`src/rtl/store_narrow.sv`:
```
// Store-path narrowing unit: checks alignment and signed-truncation overflow of a
// 32-bit store operand, then writes the selected bytes little-endian, one per beat.
module store_narrow #(
  parameter int unsigned ADDR_W = 32
) (
  input  logic              clk,
  input  logic              rst_n,
  input  logic              start,
  input  logic [1:0]        size,
  input  logic [ADDR_W-1:0] addr,
  input  logic [31:0]       wdata,
  output logic              busy,
  output logic              done,
  output logic              err,
  output logic              trunc_ovf,
  output logic              mem_we,
  output logic [ADDR_W-1:0] mem_addr,
  output logic [7:0]        mem_wdata,
  input  logic              mem_ready
);

  typedef enum logic [1:0] {
    IDLE  = 2'd0,
    WRITE = 2'd1,
    FIN   = 2'd2
  } state_t;

  state_t            state, state_nx;
  logic [ADDR_W-1:0] base_q;
  logic [31:0]       data_q;
  logic [1:0]        idx_q, last_q;
  logic              err_q, ovf_q;

  logic              req_err, req_ovf;
  logic [1:0]        req_last;

  // Request decode, only consumed on the cycle start is accepted in IDLE.
  always_comb begin
    req_err  = (size == 2'b11) |
               ((size == 2'b01) & addr[0]) |
               ((size == 2'b10) & (addr[1:0] != 2'b00));
    req_last = 2'd3;
    req_ovf  = 1'b0;
    case (size)
      2'b00: begin
        req_last = 2'd0;
        req_ovf  = ~((&wdata[31:7]) | ~(|wdata[31:7]));
      end
      2'b01: begin
        req_last = 2'd1;
        req_ovf  = ~((&wdata[31:15]) | ~(|wdata[31:15]));
      end
      default: begin
        req_last = 2'd3;
        req_ovf  = 1'b0;
      end
    endcase
    if (req_err) req_ovf = 1'b0;
  end

  always_comb begin
    state_nx = state;
    case (state)
      IDLE:    if (start) state_nx = req_err ? FIN : WRITE;
      WRITE:   if (mem_ready && (idx_q == last_q)) state_nx = FIN;
      FIN:     state_nx = IDLE;
      default: state_nx = IDLE;
    endcase
  end

  always_ff @(posedge clk or negedge rst_n) begin
    if (!rst_n) begin
      state  <= IDLE;
      base_q <= '0;
      data_q <= '0;
      idx_q  <= '0;
      last_q <= '0;
      err_q  <= 1'b0;
      ovf_q  <= 1'b0;
    end else begin
      state <= state_nx;
      if ((state == IDLE) && start) begin
        base_q <= addr;
        data_q <= wdata;
        last_q <= req_last;
        idx_q  <= '0;
        err_q  <= req_err;
        ovf_q  <= req_ovf;
      end else if ((state == WRITE) && mem_ready && (idx_q != last_q)) begin
        idx_q <= idx_q + 2'd1;
      end
    end
  end

  // Memory-side outputs are forced to zero outside WRITE so reset/idle read as 0.
  always_comb begin
    busy      = (state != IDLE);
    done      = (state == FIN);
    err       = err_q;
    trunc_ovf = ovf_q;
    mem_we    = (state == WRITE);
    mem_addr  = '0;
    mem_wdata = '0;
    if (state == WRITE) begin
      mem_addr  = base_q + ADDR_W'(idx_q);
      mem_wdata = data_q[{idx_q, 3'b000} +: 8];
    end
  end

endmodule

```
`config.mk`:
```
export PLATFORM = sky130hd
export DESIGN_NAME = store_narrow
export DESIGN_NICKNAME = d
export VERILOG_FILES = /design/src/rtl/store_narrow.sv
export SDC_FILE = /design/constraint.sdc
export NUM_CORES = 1
export LEC_CHECK = 0
export BUFFER_PORTS_ARGS = -buffer_cell sky130_fd_sc_hd__buf_2
export CORE_AREA = 4 4 81 102
export CTS_BUF_LIST = sky130_fd_sc_hd__clkbuf_16
export CTS_CLUSTER_DIAMETER = 30
export DETAILED_ROUTE_END_ITERATION = 7
export DIE_AREA = 0 0 85 106
export PLACE_DENSITY = 0.94
export RECOVER_POWER = 50
export SKIP_CTS_REPAIR_TIMING = 1
export SLEW_MARGIN = 20
export SYNTH_ARGS = -nofsm -noshare
export SYNTH_HDL_FRONTEND = slang
export SYNTH_SLANG_ARGS = --single-unit
```
`constraint.sdc`:
```
create_clock -name clk -period 4.9 [get_ports clk]
set_input_delay 0.245 -clock clk [delete_from_list [all_inputs] [get_ports clk]]
set_output_delay 0.245 -clock clk [all_outputs]
set_load 0.005 [all_outputs]
```
==> flow_metrics.env <==
export IMPL_run_status="finished, violations left"
export IMPL_violations="max-capacitance violations, max-slew violations"
export IMPL_power_leakage_nw=2.45
export IMPL_tns_ps=0
export IMPL_finalClockSkew_ps=4.77
export IMPL_io_buffers=114
export IMPL_ir_drop_uv=325
export IMPL_die_h_um=106
export IMPL_die_area_um2=9010
export IMPL_grt_pass1_wl_um=17300
export IMPL_syn_inst=494
export IMPL_hpwlAfterDp_um=7640
export IMPL_crit_chain="ha_1, fa_1, nand2_1, or3_1, or4_1, a21oi_1, buf_2"
export IMPL_wirelength_um=10500
export IMPL_vias_per_cell=5.73
export IMPL_grt_pass1_vias=3849
export IMPL_slowest_stage="dfrtp_1"
export IMPL_diodes=0
export IMPL_criticalPathCategory="register to primary output"
export IMPL_cp_num_buf_inv=1
export IMPL_required_ps=4660
export IMPL_cp_start_kind="register"
export IMPL_syn_area_um2=4030
export IMPL_ys_warn_count=0
export IMPL_fin_crit_sh_pct=71.7
export IMPL_vias=3956
export IMPL_core_area_um2=7310
export IMPL_ctsHtreeMaxLevel=3
export IMPL_worst_pin_slew_ps=3810
export IMPL_first_pass_iters=5
export IMPL_cts_tree="done"
export IMPL_fillers=596
export IMPL_relSlewSlack_pct=-154
export IMPL_area_growth_pct=21.7
export IMPL_finalWorstSetupSlack_ps=1390
export IMPL_ios=115
export IMPL_layout_nets=668
export IMPL_synth_seq_area_share_pct=44.7
export IMPL_grt_max_degree=73
export IMPL_drc=0
export IMPL_syn_nets=567
export IMPL_holdWs_ps=109
export IMPL_cpPeakStageDelay_ps=760
export IMPL_avgRoutedWirePerCell_um=15.2
export IMPL_crit_arrival_ps=3270
export IMPL_die_w_um=85
export IMPL_cts_buffer_depth=2
export IMPL_detail_route_iter0_violations=245
export IMPL_ant_nets=0
export IMPL_clk_latency_ps=320
export IMPL_critical_path_top_delay_family="simple AND/OR/NAND/NOR gates"
export IMPL_synth_distinct_cells=44
export IMPL_gr_usage_all_layers_pct=23.8
export IMPL_power_density_nw_per_um2=579
export IMPL_worstPathMaxFanout=13
export IMPL_gp_congestion=0.916
export IMPL_hp_class="input port to register"
export IMPL_ys_flop_type="dfrtp_1"
export IMPL_fin_crit_ps=3510
export IMPL_fmax_mhz=285
export IMPL_grt_antenna_before_repair=1
export IMPL_drv_cap=2
export IMPL_cts_buffers=9
export IMPL_rows=35
export IMPL_slew_violations=120
export IMPL_rsz0062_at_grt="no"
export IMPL_finalSetupViolations=0
export IMPL_overflow=0
export IMPL_cts_sinks=72
export IMPL_drive_gt1_share_pct=23.1
export IMPL_async_reset_ff_share_pct=100
export IMPL_cts_root_buf="clkbuf_16"
export IMPL_hold_viol=0
export IMPL_avgSynthCellArea_um2=8.16
export IMPL_initial_utilization_pct=55.1
export IMPL_clk_pin_slew_worst_paths_ps=60
export IMPL_pre_cts_slack_ps=1730
export IMPL_critPathCaptureType="primary output"
export IMPL_ys_ff_latch=72
export IMPL_synth_edf_count=0
-- power by group --
| part | leakage [nW] | switching, mW | internal (mW) |
|---|---|---|---|
| combinational | 1.43 | 0.577 | 0.474 |
| sequential | 0.891 | 0.293 | 0.879 |
| clock | 0.132 | 0.232 | 0.384 |
-- flip-flops by register name, summed over array words and instances, names as in the netlist --
signal and flops:
base_q 32, data_q 32, err 1, idx_q 2, last_q 2, state 2, trunc_ovf 1
-- cell families (layout without fill, tap and decap cells) --
kind of cell    Yosys count  count (layout)  share of synthesized area (%)
fa+ha+maj                 3               3                           1.12
simple gates            305             305                           34.2
mux                       9               9                           4.72
xor+xnor                 16              16                           3.47
flops                    72              72                           44.7
compound gates           53              53                           8.38
buf+inv                  36             140                           3.41
-- path summary, 6_finish.rpt --
kind / end / slack [ps] / cells after the start / start
max reg2reg: state[1]$_DFFE_PN0P_ / 1880 / 4 / state[0]$_DFFE_PN0P_
max in group asynchronous: data_q[28]$_DFFE_PN0P_ / 1420 / 2 / rst_n
min: data_q[3]$_DFFE_PN0P_ / 110 / 3 / wdata[3]
min in group asynchronous: state[1]$_DFFE_PN0P_ / 1340 / 2 / rst_n
max: mem_addr[24] / 1390 / 7 / idx_q[0]$_DFFE_PN0P_
min reg2reg: data_q[10]$_DFFE_PN0P_ / 470 / 2 / data_q[10]$_DFFE_PN0P_
-- cells in the final DEF (no fill, tap or decap), types with 2 or more instances in the layout --
cell	count
mux4_2	8
o21ai_0	9
and4_1	4
dfrtp_1	72
nor2_1	21
buf_2	112
nor3_1	4
a21o_1	3
nor4_1	11
or3_1	2
buf_4	2
xnor2_1	12
nand3_1	12
xor2_1	4
nand4_1	13
or4_1	14
nand2_1	201
clkbuf_16	9
inv_1	7
ha_1	2
and2_1	14
a21oi_1	17
clkinv_1	2
clkbuf_1	4
o31ai_1	14
nand2b_1	2
-- routing by layer --
metal	vias up	GRT usage, %	share of wire (%)
li1	1882	-	-
met1	1872	28.1	38
met2	177	41.7	52
met3	23	5.12	7.1
met4	2	9.39	2.0
met5	-	0	0.12
-- final cells by class --
| cell class | count | area, µm² | share of cell area [%] |
|---|---|---|---|
| Clock buffer | 9 | 225 | 4.59 |
| Clock inverter | 5 | 50.0 | 1.02 |
| Inverter | 8 | 30.0 | 0.612 |
| Multi-Input combinational cell | 386 | 2090 | 42.7 |
| Sequential cell | 72 | 1800 | 36.7 |
| Tap cell | 92 | 115 | 2.35 |
| Timing Repair Buffer | 118 | 591 | 12.0 |
-- worst reg2reg max path, delay by kind of cell, from the launching register on --
kind,cells,cell delay [ps]
flip-flops,1,430
AND/OR/NAND/NOR,2,750
buffers and inverters,1,1420
AO/OA/AOI/OAI,1,300
-- Yosys cell counts, types with 2 or more instances --
cell	instances	area (µm²)
a21oi_1	17	85.1
xor2_1	4	35.0
nand2_1	201	754
nand2b_1	2	12.5
nor3_1	4	20.0
or4_1	14	105
buf_2	2	10.0
clkbuf_1	24	90.1
xnor2_1	12	105
buf_1	2	7.51
and2_1	14	87.6
and4_1	4	35.0
ha_1	2	25.0
nor4_1	11	68.8
o31ai_1	14	105
dfrtp_1	72	1800
mux4_2	8	180
a21o_1	3	22.5
nand4_1	13	81.3
nand3_1	12	60.1
nor2_1	21	78.8
or3_1	2	12.5
inv_1	7	26.3
o21ai_0	9	45.0
-- per-stage QoR --
stage               power, mW  instances  utilization [%]  instance area, µm²
floorplan                1.84        494                -                4030
global placement         2.16        676             63.5                4650
detailed placement       2.23        676             63.5                4650
CTS                      2.86        690             67.3                4920
global route             3.07        690             67.1                4910
finish                   2.84        690             67.1                4910
Power figures use the tool's default switching activity.
